**config.mk**
```make
export PLATFORM = sky130hd
export DESIGN_NAME = fetch_sequencer
export DESIGN_NICKNAME = d
export VERILOG_FILES = /design/src/rtl/fetch_sequencer.sv
export SDC_FILE = /design/constraint.sdc
export NUM_CORES = 1
export LEC_CHECK = 0
export CORE_UTILIZATION = 47
export CTS_CLUSTER_DIAMETER = 60
export DETAILED_ROUTE_END_ITERATION = 6
export HOLD_SLACK_MARGIN = 0.06
export PLACE_DENSITY_LB_ADDON = 0.08
export REMOVE_ABC_BUFFERS = 1
export SETUP_SLACK_MARGIN = 0.15
export SKIP_CTS_REPAIR_TIMING = 1
export SLEW_MARGIN = 20
export SYNTH_ARGS = -nofsm -noshare
export SYNTH_HDL_FRONTEND = slang
export SYNTH_SLANG_ARGS = --single-unit
```
**constraint.sdc**
```tcl
create_clock -name clk -period 3.2 [get_ports clk]
set_clock_uncertainty 0.05 [all_clocks]
set_input_delay 0.48 -clock clk [delete_from_list [all_inputs] [get_ports clk]]
set_output_delay 0.48 -clock clk [all_outputs]
set_load 0.1 [all_outputs]
```
**src/rtl/fetch_sequencer.sv**
```systemverilog
// Program-counter owner and IF-stage sequencer: start, sequential fetch, stall, deferred branch, halt.
// Optional performance counters are enabled by defining FETCH_SEQUENCER_PERF_EN.
module fetch_sequencer #(
  parameter int A          = 4,
  parameter int BR_TIMEOUT = 4
) (
  input  logic         clk,
  input  logic         reset,
  input  logic         start,
  input  logic [A-1:0] start_addr,
  input  logic         ctrl_branch,
  input  logic         br_resolved,
  input  logic         take_branch,
  input  logic [A-1:0] br_target,
  input  logic         stall,
  input  logic         halt,
  output logic [A-1:0] inst_addr_out,
  output logic         fetch_valid,
  output logic         br_timeout,
  output logic         done
`ifdef FETCH_SEQUENCER_PERF_EN
  ,
  output logic [15:0]  cycle_cnt,
  output logic [15:0]  fetch_cnt
`endif
);

  typedef enum logic [1:0] {
    IDLE    = 2'd0,
    RUN     = 2'd1,
    BR_WAIT = 2'd2,
    HALTED  = 2'd3
  } state_t;

  localparam logic [7:0] TMO_LAST = 8'(BR_TIMEOUT - 1);

  state_t       state, state_nxt;
  logic [A-1:0] pc_nxt;
  logic [7:0]   tmo_cnt, tmo_cnt_nxt;
  logic         tmo_fire;
  logic         fetch_valid_nxt;
  logic         done_nxt;
  logic         br_timeout_nxt;

  function automatic logic [A-1:0] pc_inc(input logic [A-1:0] pc);
    return pc + A'(1);
  endfunction

  function automatic logic [A-1:0] pc_resolve(input logic [A-1:0] pc,
                                              input logic         taken,
                                              input logic [A-1:0] target);
    return taken ? target : pc_inc(pc);
  endfunction

`ifdef FETCH_SEQUENCER_PERF_EN
  logic [15:0] cycle_cnt_nxt;
  logic [15:0] fetch_cnt_nxt;

  function automatic logic [15:0] sat_inc16(input logic [15:0] v);
    return (v == 16'hFFFF) ? v : v + 16'd1;
  endfunction
`endif

  // State and registered outputs
  always_ff @(posedge clk) begin
    if (reset) begin
      state         <= IDLE;
      inst_addr_out <= '0;
      fetch_valid   <= 1'b0;
      br_timeout    <= 1'b0;
      done          <= 1'b0;
      tmo_cnt       <= '0;
`ifdef FETCH_SEQUENCER_PERF_EN
      cycle_cnt     <= '0;
      fetch_cnt     <= '0;
`endif
    end else begin
      state         <= state_nxt;
      inst_addr_out <= pc_nxt;
      fetch_valid   <= fetch_valid_nxt;
      br_timeout    <= br_timeout_nxt;
      done          <= done_nxt;
      tmo_cnt       <= tmo_cnt_nxt;
`ifdef FETCH_SEQUENCER_PERF_EN
      cycle_cnt     <= cycle_cnt_nxt;
      fetch_cnt     <= fetch_cnt_nxt;
`endif
    end
  end

  // Next-state and next-PC selection
  always_comb begin
    state_nxt   = state;
    pc_nxt      = inst_addr_out;
    tmo_cnt_nxt = tmo_cnt;
    tmo_fire    = 1'b0;
    unique case (state)
      IDLE: begin
        if (start) begin
          state_nxt = RUN;
          pc_nxt    = start_addr;
        end
      end
      RUN: begin
        if (halt) begin
          state_nxt = HALTED;
        end else if (ctrl_branch) begin
          if (br_resolved) begin
            pc_nxt = pc_resolve(inst_addr_out, take_branch, br_target);
          end else begin
            state_nxt   = BR_WAIT;
            tmo_cnt_nxt = '0;
          end
        end else if (!stall) begin
          pc_nxt = pc_inc(inst_addr_out);
        end
      end
      BR_WAIT: begin
        if (halt) begin
          state_nxt = HALTED;
        end else if (br_resolved) begin
          state_nxt = RUN;
          pc_nxt    = pc_resolve(inst_addr_out, take_branch, br_target);
        end else if (tmo_cnt == TMO_LAST) begin
          // Nobody resolved the branch in time: fall through as not-taken.
          state_nxt = RUN;
          pc_nxt    = pc_inc(inst_addr_out);
          tmo_fire  = 1'b1;
        end else begin
          tmo_cnt_nxt = tmo_cnt + 8'd1;
        end
      end
      HALTED: begin
        state_nxt = HALTED;
      end
      default: begin
        state_nxt = IDLE;
      end
    endcase
  end

  // Output values registered alongside the state
  always_comb begin
    fetch_valid_nxt = (state_nxt == RUN);
    done_nxt        = (state_nxt == HALTED);
    br_timeout_nxt  = tmo_fire;
`ifdef FETCH_SEQUENCER_PERF_EN
    cycle_cnt_nxt = cycle_cnt;
    fetch_cnt_nxt = fetch_cnt;
    if (state == RUN || state == BR_WAIT) begin
      cycle_cnt_nxt = sat_inc16(cycle_cnt);
    end
    if (state == RUN && !stall && !halt) begin
      fetch_cnt_nxt = sat_inc16(fetch_cnt);
    end
`endif
  end

endmodule

```
# [Yosys cells after proc, flatten, opt, wreduce, memory -nomap -nowiden]
# Cells that the tools add are included.
[op_classes] n_addsub=2 n_eq_ne=16 mux=26 n_bitwise=1 reduce_logical=6
[op_table] op="8-bit 2-to-1 mux" n=6
[op_table] op="4-bit 2-to-1 mux" n=9
[op_table] op="8-bit one-hot mux with 2 select lines" n=1
[op_table] op="2-bit 2-to-1 mux" n=7
[op_table] op="2-bit inequality test (second input constant)" n=7
[op_table] op="7-bit AND reduction" n=2
[op_table] op="4-bit one-hot mux with 3 select lines" n=1
[op_table] op="3-bit inequality test (second input constant)" n=3
[op_table] op="8-bit by 1-bit adder with 8-bit output (second input constant)" n=1
[op_table] op="8-bit by 2-bit == test with 1-bit output (second input constant)" n=1
[op_table] op="2-bit one-hot mux with 4 select lines" n=1
[op_table] op="2-bit == test (second input constant)" n=3
[op_table] op="4-bit by 1-bit adder with 4-bit output (second input constant)" n=1
[op_table] op="2-bit by 1-bit == test with 1-bit output (second input constant)" n=2
[op_table] op="4-bit OR reduction" n=1
[op_table] op="3-bit nonzero test" n=1
[op_table] op="2-bit logical NOT" n=1
[op_table] op="2-bit nonzero test" n=1
[op_table] op="1-bit 2-to-1 mux" n=1
[op_table] op="1-bit NOT" n=1
[word_totals] reg_bits=17 in_bits=16 out_inout_bits=7 word_cells=57

# [Longest topological paths before layout]
# Gate-level depths: netlist (run 1).
[depth] ltp_word=6 mapped_depth=7 depth_no_buf=6

# [Least setup slack after synthesis (run 1)]
# OpenSTA, ideal clock, no wires.
[synth_timing] path_type="reg-to-reg" startpoint="register state[1]" endpoint="register tmo_cnt[2]" setup_ps=71 t_arrival_ps=1831 t_required_ps=3079 setup_slack_ps=1248 stages_incl_launch_ff=8 n_path_buf=1 synth_period_minus_slack_ps=1952 path_cell_list="dfxtp_1 > inv_1 > ha_1 > buf_6 > nor2b_4 > or4_4 > or4_1 > a21oi_1"
[synth_via] elab_chain_len=3 word_cells_on_any_way=11 cone_classes="8 x eq/ne; 1 x mux; 2 x reduce/logical"
[synth_rtl] element="from (decl)" line="37" rtl="state_t state, state_nxt;"
[synth_rtl] element="from (signal assigned)" line="78" rtl="state <= state_nxt;"
[synth_rtl] element="2-bit == test or 2-bit by 1-bit == test with 1-bit output (tied branches)" line="97" rtl="unique case (state)"
[synth_rtl] element="2-bit inequality test (no line) or 2-bit nonzero test (tied branches)"
[synth_rtl] element="7-bit AND reduction (no line)"
[synth_rtl] element="to (signal assigned)" line="83" rtl="tmo_cnt <= tmo_cnt_nxt;"
[synth_rtl] element="to (decl)" line="39" rtl="logic [7:0] tmo_cnt, tmo_cnt_nxt;"
# Parallel ways exist; a longest one is shown, timed or not.
# A chain may end at the register's enable or synchronous reset.

# [Final worst setup path (run 1)]
[layout_timing] startpoint="register state[0]" endpoint="register inst_addr_out[2]"
[layout_via] elab_chain_len=3 word_cells_on_any_way=12 cone_classes="8 x eq/ne; 1 x mux; 3 x reduce/logical"
[layout_rtl] element="2-bit == test, or another cell as far along" line="97"
[layout_rtl] element="3-bit inequality test (no line), or another cell as far along"
[layout_rtl] element="7-bit AND reduction (no line)"
[layout_rtl] element="to (signal assigned)" line="79" rtl="inst_addr_out <= pc_nxt;"
[layout_rtl] element="to (decl)" line="17" rtl="output logic [A-1:0] inst_addr_out,"
# Parallel ways exist; a longest one is shown, timed or not.

==> results.md, run 1 <==
* Status: complete, no violations
* Register share of total power at 41.2%
* Worst Path Required at 3.38 ns
* RSZ-0062 raised after global routing: false
* Power Density at 444 nW/µm²
* Clk slew on worst S/H paths at 0.10 ns
* Slew Viols, Final at 0
* Comb pwr share at 39.0%
* DR vias/cell at 5.96
* Slew @ Worst Pin at 0.976 ns
* Final Non-Filler Cells at 170
* Grt ovf at 0
* Sw Share at 39.7%
* HPWL after detailed placement at 1.81 mm
* Initial DRC Count at 24
* Post-synthesis register bit count at 17
* Register area at 340 µm²
* Worst setup SP type: flip-flop
* WL per Instance at 14.0 µm
* Clock power frac at 19.8%
* Relative slew margins at 34.7%
* Width of the die at 49.8 µm
* Area grow syn2layout at 23.0%
* # rows at 16
* Worst Hold Class: reg -> reg
* DR vias at 1014
* Setup Viol. Count Final at 0
* CTS sink count at 17
* Sequential share of the synthesized area at 31.6%
* Clock period minus worst slack at 2.30 ns
* Iteration count of the initial detailed-routing pass at 4
* FFs w/ async S/R, synth at 0%
* Remaining DRCs at 0
* Hold Fails Final Rpt at 0
* Multi-input logic area at 691 µm²
* Fillers at 184
* Buf+Inv Stages, Crit Path at 1
* Placed cell count at 166
* Clk Latency, worst-skew pair at 0.29 ns
* Wirelength, routed at 2.38 mm
* Final hold slack at 0.484 ns
* Die height at 49.8 µm
* Initial core utilization at 52.2%
* CP max-delay cell: nor4_1
* Core Util, Final at 64.2%
* Clock root cell: clkbuf_4
* Initial antenna violation count at 0
* Pre-CTS setup slack at 0.825 ns
* CTS H-tree lvls at 1
* Largest net degree at the start of global routing at 13
* Final setup margin at 0.904 ns
* Setup slack, reg-to-reg at 0.90 ns
* Max Cap Viol at 0
* Most used DFF post-synth: dfxtp_1
* First-pass GRT wire length at 4.02 mm
* Post-route ant nets at 0
* Arrival time of the worst setup path at 2.48 ns
* Layout cells sized above 1 at 14.0%
* Antenna Cells at 0
* Core footprint at 2060 µm²
* Warnings, synthesis at 0
* IO Port Bufs at 22
* CP Max Fanout at 12
* Critical Path Max Stage Delay at 0.59 ns
* Layout Nets at 167
* Setup CP Type: reg -> reg
* I/O pin count at 23
* Die area at 2480 µm²
* Delay-heaviest family, CP: simple AND/OR/NAND/NOR gates
* Total GRT Usage at 20.5%
* Switch Pwr at 233 µW
* Setup total negative slack at 0 ns
* VDD IR max at 0.310 mV
* Vias in the first global route at 956
* Internal at 355 µW
* Sequence of cells on the critical path: inv_1, ha_1, o21ai_0, nand2_1, nor4_1, a32o_1
* Placer Congestion at 0.859
* EDFF count, synth at 0
* Distinct cells, synth at 42
* Post-Synthesis Cell Area at 1080 µm²
* Max Clock Freq at 436 MHz
* Final worst-path cycle share at 71.7%
* Max Root-Sink Buffers at 2
* Average size of a mapped cell at 9.04 µm²
* Total CTS buffers at 3
* CTS tree: done
* Worst setup EP type: flip-flop
* Leakage Power at 0.492 nW
* Mapped Cells at 119
synthesized netlist by cell type (2+ instances only):
cell / number / share of area (%)
or3_1: 3 / 1.7
o21ai_0: 5 / 2.3
a32o_1: 3 / 2.8
a211oi_1: 2 / 1.4
a31oi_1: 2 / 1.2
nand4_1: 6 / 3.5
dfxtp_1: 17 / 32
nor4_1: 2 / 1.2
buf_6: 2 / 2.1
and3_1: 3 / 1.7
o41ai_1: 2 / 1.6
ha_1: 7 / 8.1
nor2_1: 10 / 3.5
a21boi_0: 2 / 1.4
nand3_1: 6 / 2.8
o211ai_1: 3 / 2.1
nand2_1: 4 / 1.4
or2_2: 3 / 1.7
xor2_1: 5 / 4.1
inv_1: 4 / 1.4
a21oi_1: 7 / 3.3
cell type report:
class	count	share of cell area, %
inverters	4	1.13
flip-flops and latches	17	25.7
clock buffers	4	1.98
well taps	27	2.55
multi-input cells	95	52.2
repair buffers	23	16.4
per-layer routing:
layer | vias to the layer above | GRT usage (%) | routed length [µm]
li1 | 505 | - | -
met1 | 484 | 25.1 | 1100
met2 | 23 | 35.8 | 1190
met3 | 2 | 2.78 | 80
met4 | 0 | 8.10 | 12
met5 | - | 0 | 0
layout by cell type (no fill, tap or decap), drive strengths merged, types with 3 or more instances in the layout:
cell / n
nor2: 10
buf: 5
or2: 3
clkdlybuf4s50: 18
nand4: 6
o21ai: 5
xor2: 5
o211ai: 3
dfxtp: 17
clkbuf: 4
inv: 4
a21oi: 7
and3: 3
a32o: 3
nand3: 6
ha: 7
or3: 3
nand2: 4
worst paths after layout:
kind,start,to,depth (start not counted)
worst min-delay path,inst_addr_out[3],inst_addr_out[3],1
worst max register to register,state[0],inst_addr_out[2],6
worst min register to register,inst_addr_out[3],inst_addr_out[3],1
worst max-delay path,state[0],inst_addr_out[2],6
per-stage QoR:
stage          instance area [µm²]  total power, mW
2_1_floorplan                 1050            0.410
3_3_place_gp                  1300            0.471
3_5_place_dp                  1300            0.474
4_1_cts                       1320            0.591
5_1_grt                       1320            0.617
6_report                      1320            0.588
state kept, by name, indices dropped and copies added (netlist names):
register       count
br_timeout         1
tmo_cnt            8
done               1
inst_addr_out      4
fetch_valid        1
state              2
power by group through the flow:
stage	Clock [mW]	Sequential [mW]	Combinational (mW)
floorplan	0	0.326	0.0836
global placement	0	0.247	0.225
detailed placement	0	0.247	0.227
CTS	0.120	0.242	0.229
global route	0.129	0.245	0.243
finish	0.116	0.242	0.229
worst reg2reg max path, delay by kind of cell, from the launching register on:
kind            cells  cell delay [ns]
simple gates        2             0.72
buf+inv             1             0.12
fa+ha+maj           1             0.35
flops               1             0.43
compound gates      2             0.56
kinds of logic (layout without fill, tap and decap cells):
group | after synthesis | after routing | synth area share [%]
and+or+nand+nor | 48 | 48 | 28.3
AOI/OAI and AO/OA | 33 | 33 | 21.9
DFF | 17 | 17 | 31.6
adders and majority gates | 7 | 7 | 8.14
buffers and inverters | 7 | 31 | 4.19
xor gates and xnor gates | 6 | 6 | 4.88
muxes | 1 | 1 | 1.05
No activity file was read; power rests on OpenSTA's default activity.
==> run 2: changes to the inputs <==
==> constraint.sdc (replaced) <==
create_clock -name clk -period 2.25 [get_ports clk]
set_clock_uncertainty 0.05 [all_clocks]
set_input_delay 0.3375 -clock clk [delete_from_list [all_inputs] [get_ports clk]]
set_output_delay 0.3375 -clock clk [all_outputs]
set_load 0.1 [all_outputs]
==> results.md, run 2 (synthesis results as in run 1) <==
* Status: complete, no violations
* Die area at 2480 µm²
* Sequence of cells on the critical path: inv_1, ha_2, nor2_1, or4_4, or4_1, a21oi_1
* Slew Viols, Final at 0
* Core footprint at 2060 µm²
* Placed cell count at 173
* Area grow syn2layout at 28.8%
* Post-route ant nets at 0
* Setup CP Type: reg -> reg
* DR vias at 1015
* RSZ-0062 raised after global routing: false
* Most Crowded Layer GR: met2
* Biggest regs: tmo_cnt: 8 flops, inst_addr_out: 4 flops, state: 2 flops
* Max Clock Freq at 514 MHz
* Worst Hold Class: reg -> reg
* Most frequent cells in the layout: dfxtp_1, clkdlybuf4s50_1, buf_4
* Max Root-Sink Buffers at 2
* Iteration count of the initial detailed-routing pass at 5
* Initial antenna violation count at 0
* I/O pin count at 23
* Worst setup EP type: flip-flop
* Clock period minus worst slack at 1.94 ns
* Clock root cell: clkbuf_4
* Hold Fails Final Rpt at 0
* Die height at 49.8 µm
* Layout Nets at 174
* Final Non-Filler Cells at 177
* Clk slew on worst S/H paths at 0.10 ns
* CTS H-tree lvls at 1
* IO Port Bufs at 22
* CP Max Fanout at 7
* DR vias/cell at 5.73
* Layout cells sized above 1 at 22.7%
* HPWL after detailed placement at 1.82 mm
* Grt ovf at 0
* CTS tree: done
* Remaining DRCs at 0
* Worst setup SP type: flip-flop
* Setup total negative slack at 0 ns
* Worst Path Required at 2.42 ns
* WL per Instance at 13.2 µm
* Setup slack, reg-to-reg at 0.31 ns
* Total CTS buffers at 3
* Initial DRC Count at 24
* Max Cap Viol at 0
* Antenna Cells at 0
* Arrival time of the worst setup path at 2.12 ns
* # rows at 16
* Met3 usage at 2.78%
* Clk Latency, worst-skew pair at 0.28 ns
* Fillers at 180
* CTS sink count at 17
* Vias in the first global route at 936
* Total GRT Usage at 20.1%
* Setup Viol. Count Final at 0
* Top reg by flops: tmo_cnt
* Max reg flops at 8
* Wirelength, routed at 2.33 mm
* Relative slew margins at 79.3%
* First-pass GRT wire length at 3.89 mm
* Initial core utilization at 52.2%
* Power Density at 611 nW/µm²
* Slew @ Worst Pin at 0.309 ns
* Largest net degree at the start of global routing at 11
* Critical Path Max Stage Delay at 0.50 ns
* Width of the die at 49.8 µm
* Met1 GRT Util at 26.1%
* VDD IR max at 0.490 mV
* Leakage Power at 0.532 nW
* CP max-delay cell: or4_4
* Met2 usage at 34.2%
* Placer Congestion at 0.799
* Final worst-path cycle share at 86.4%
-- run 2: cell count changes in the layout (fill, tap and decap cells not counted), sizes merged --
cell           previous run  this run
buf                       5        15
clkdlybuf4s50            18        15
-- run 2: worst max-delay path, delay by kind of cell (launching register included) --
family	cells	cell delay [ns]
simple gates	3	0.97
flops	1	0.37
buf+inv	1	0.11
fa+ha+maj	1	0.25
compound gates	1	0.14
-- run 2: report_power, final --
part	leakage (nW)	switching, mW	internal [mW]	total, mW
Sequential	0.139	0.0237	0.323	0.347
Combinational	0.378	0.213	0.125	0.337
Clock	0.0150	0.0940	0.0687	0.163
-- run 2: area by class of cell --
type,count,area (µm²),share of cell area (%)
well taps,27,33.8,2.44
inverters,4,15.0,1.08
flip-flops and latches,17,343,24.7
clock buffers,4,26.3,1.90
multi-input cells,95,706,50.9
repair buffers,30,263,19.0
-- run 2: final timing paths --
check / end / start / depth (start not counted)
setup / recovery: tmo_cnt[2] / state[0] / 6
hold / removal: tmo_cnt[2] / tmo_cnt[2] / 2
setup reg to reg: tmo_cnt[2] / state[0] / 6
hold reg to reg: tmo_cnt[2] / tmo_cnt[2] / 2
-- run 2: stage by stage --
stage                     worst slack, ns  utilization (%)  hold WS [ns]  area, µm²  power, mW
final                               0.306             67.2         0.486       1390      0.847
after global routing                0.169             67.2         0.512       1390      0.895
after CTS                           0.158             66.4         0.486       1370      0.846
after detailed placement           0.0999             65.1         0.466       1340      0.682
after global placement              0.141             65.1         0.452       1340      0.679
after floorplan                     0.304                -         0.357       1050      0.583
-- run 2: routing by layer --
layer | part of all wire, % | wire length, µm
met1 | 46 | 1080
met2 | 49 | 1140
met3 | 3.9 | 91
met4 | 0.64 | 15
met5 | 0 | 0
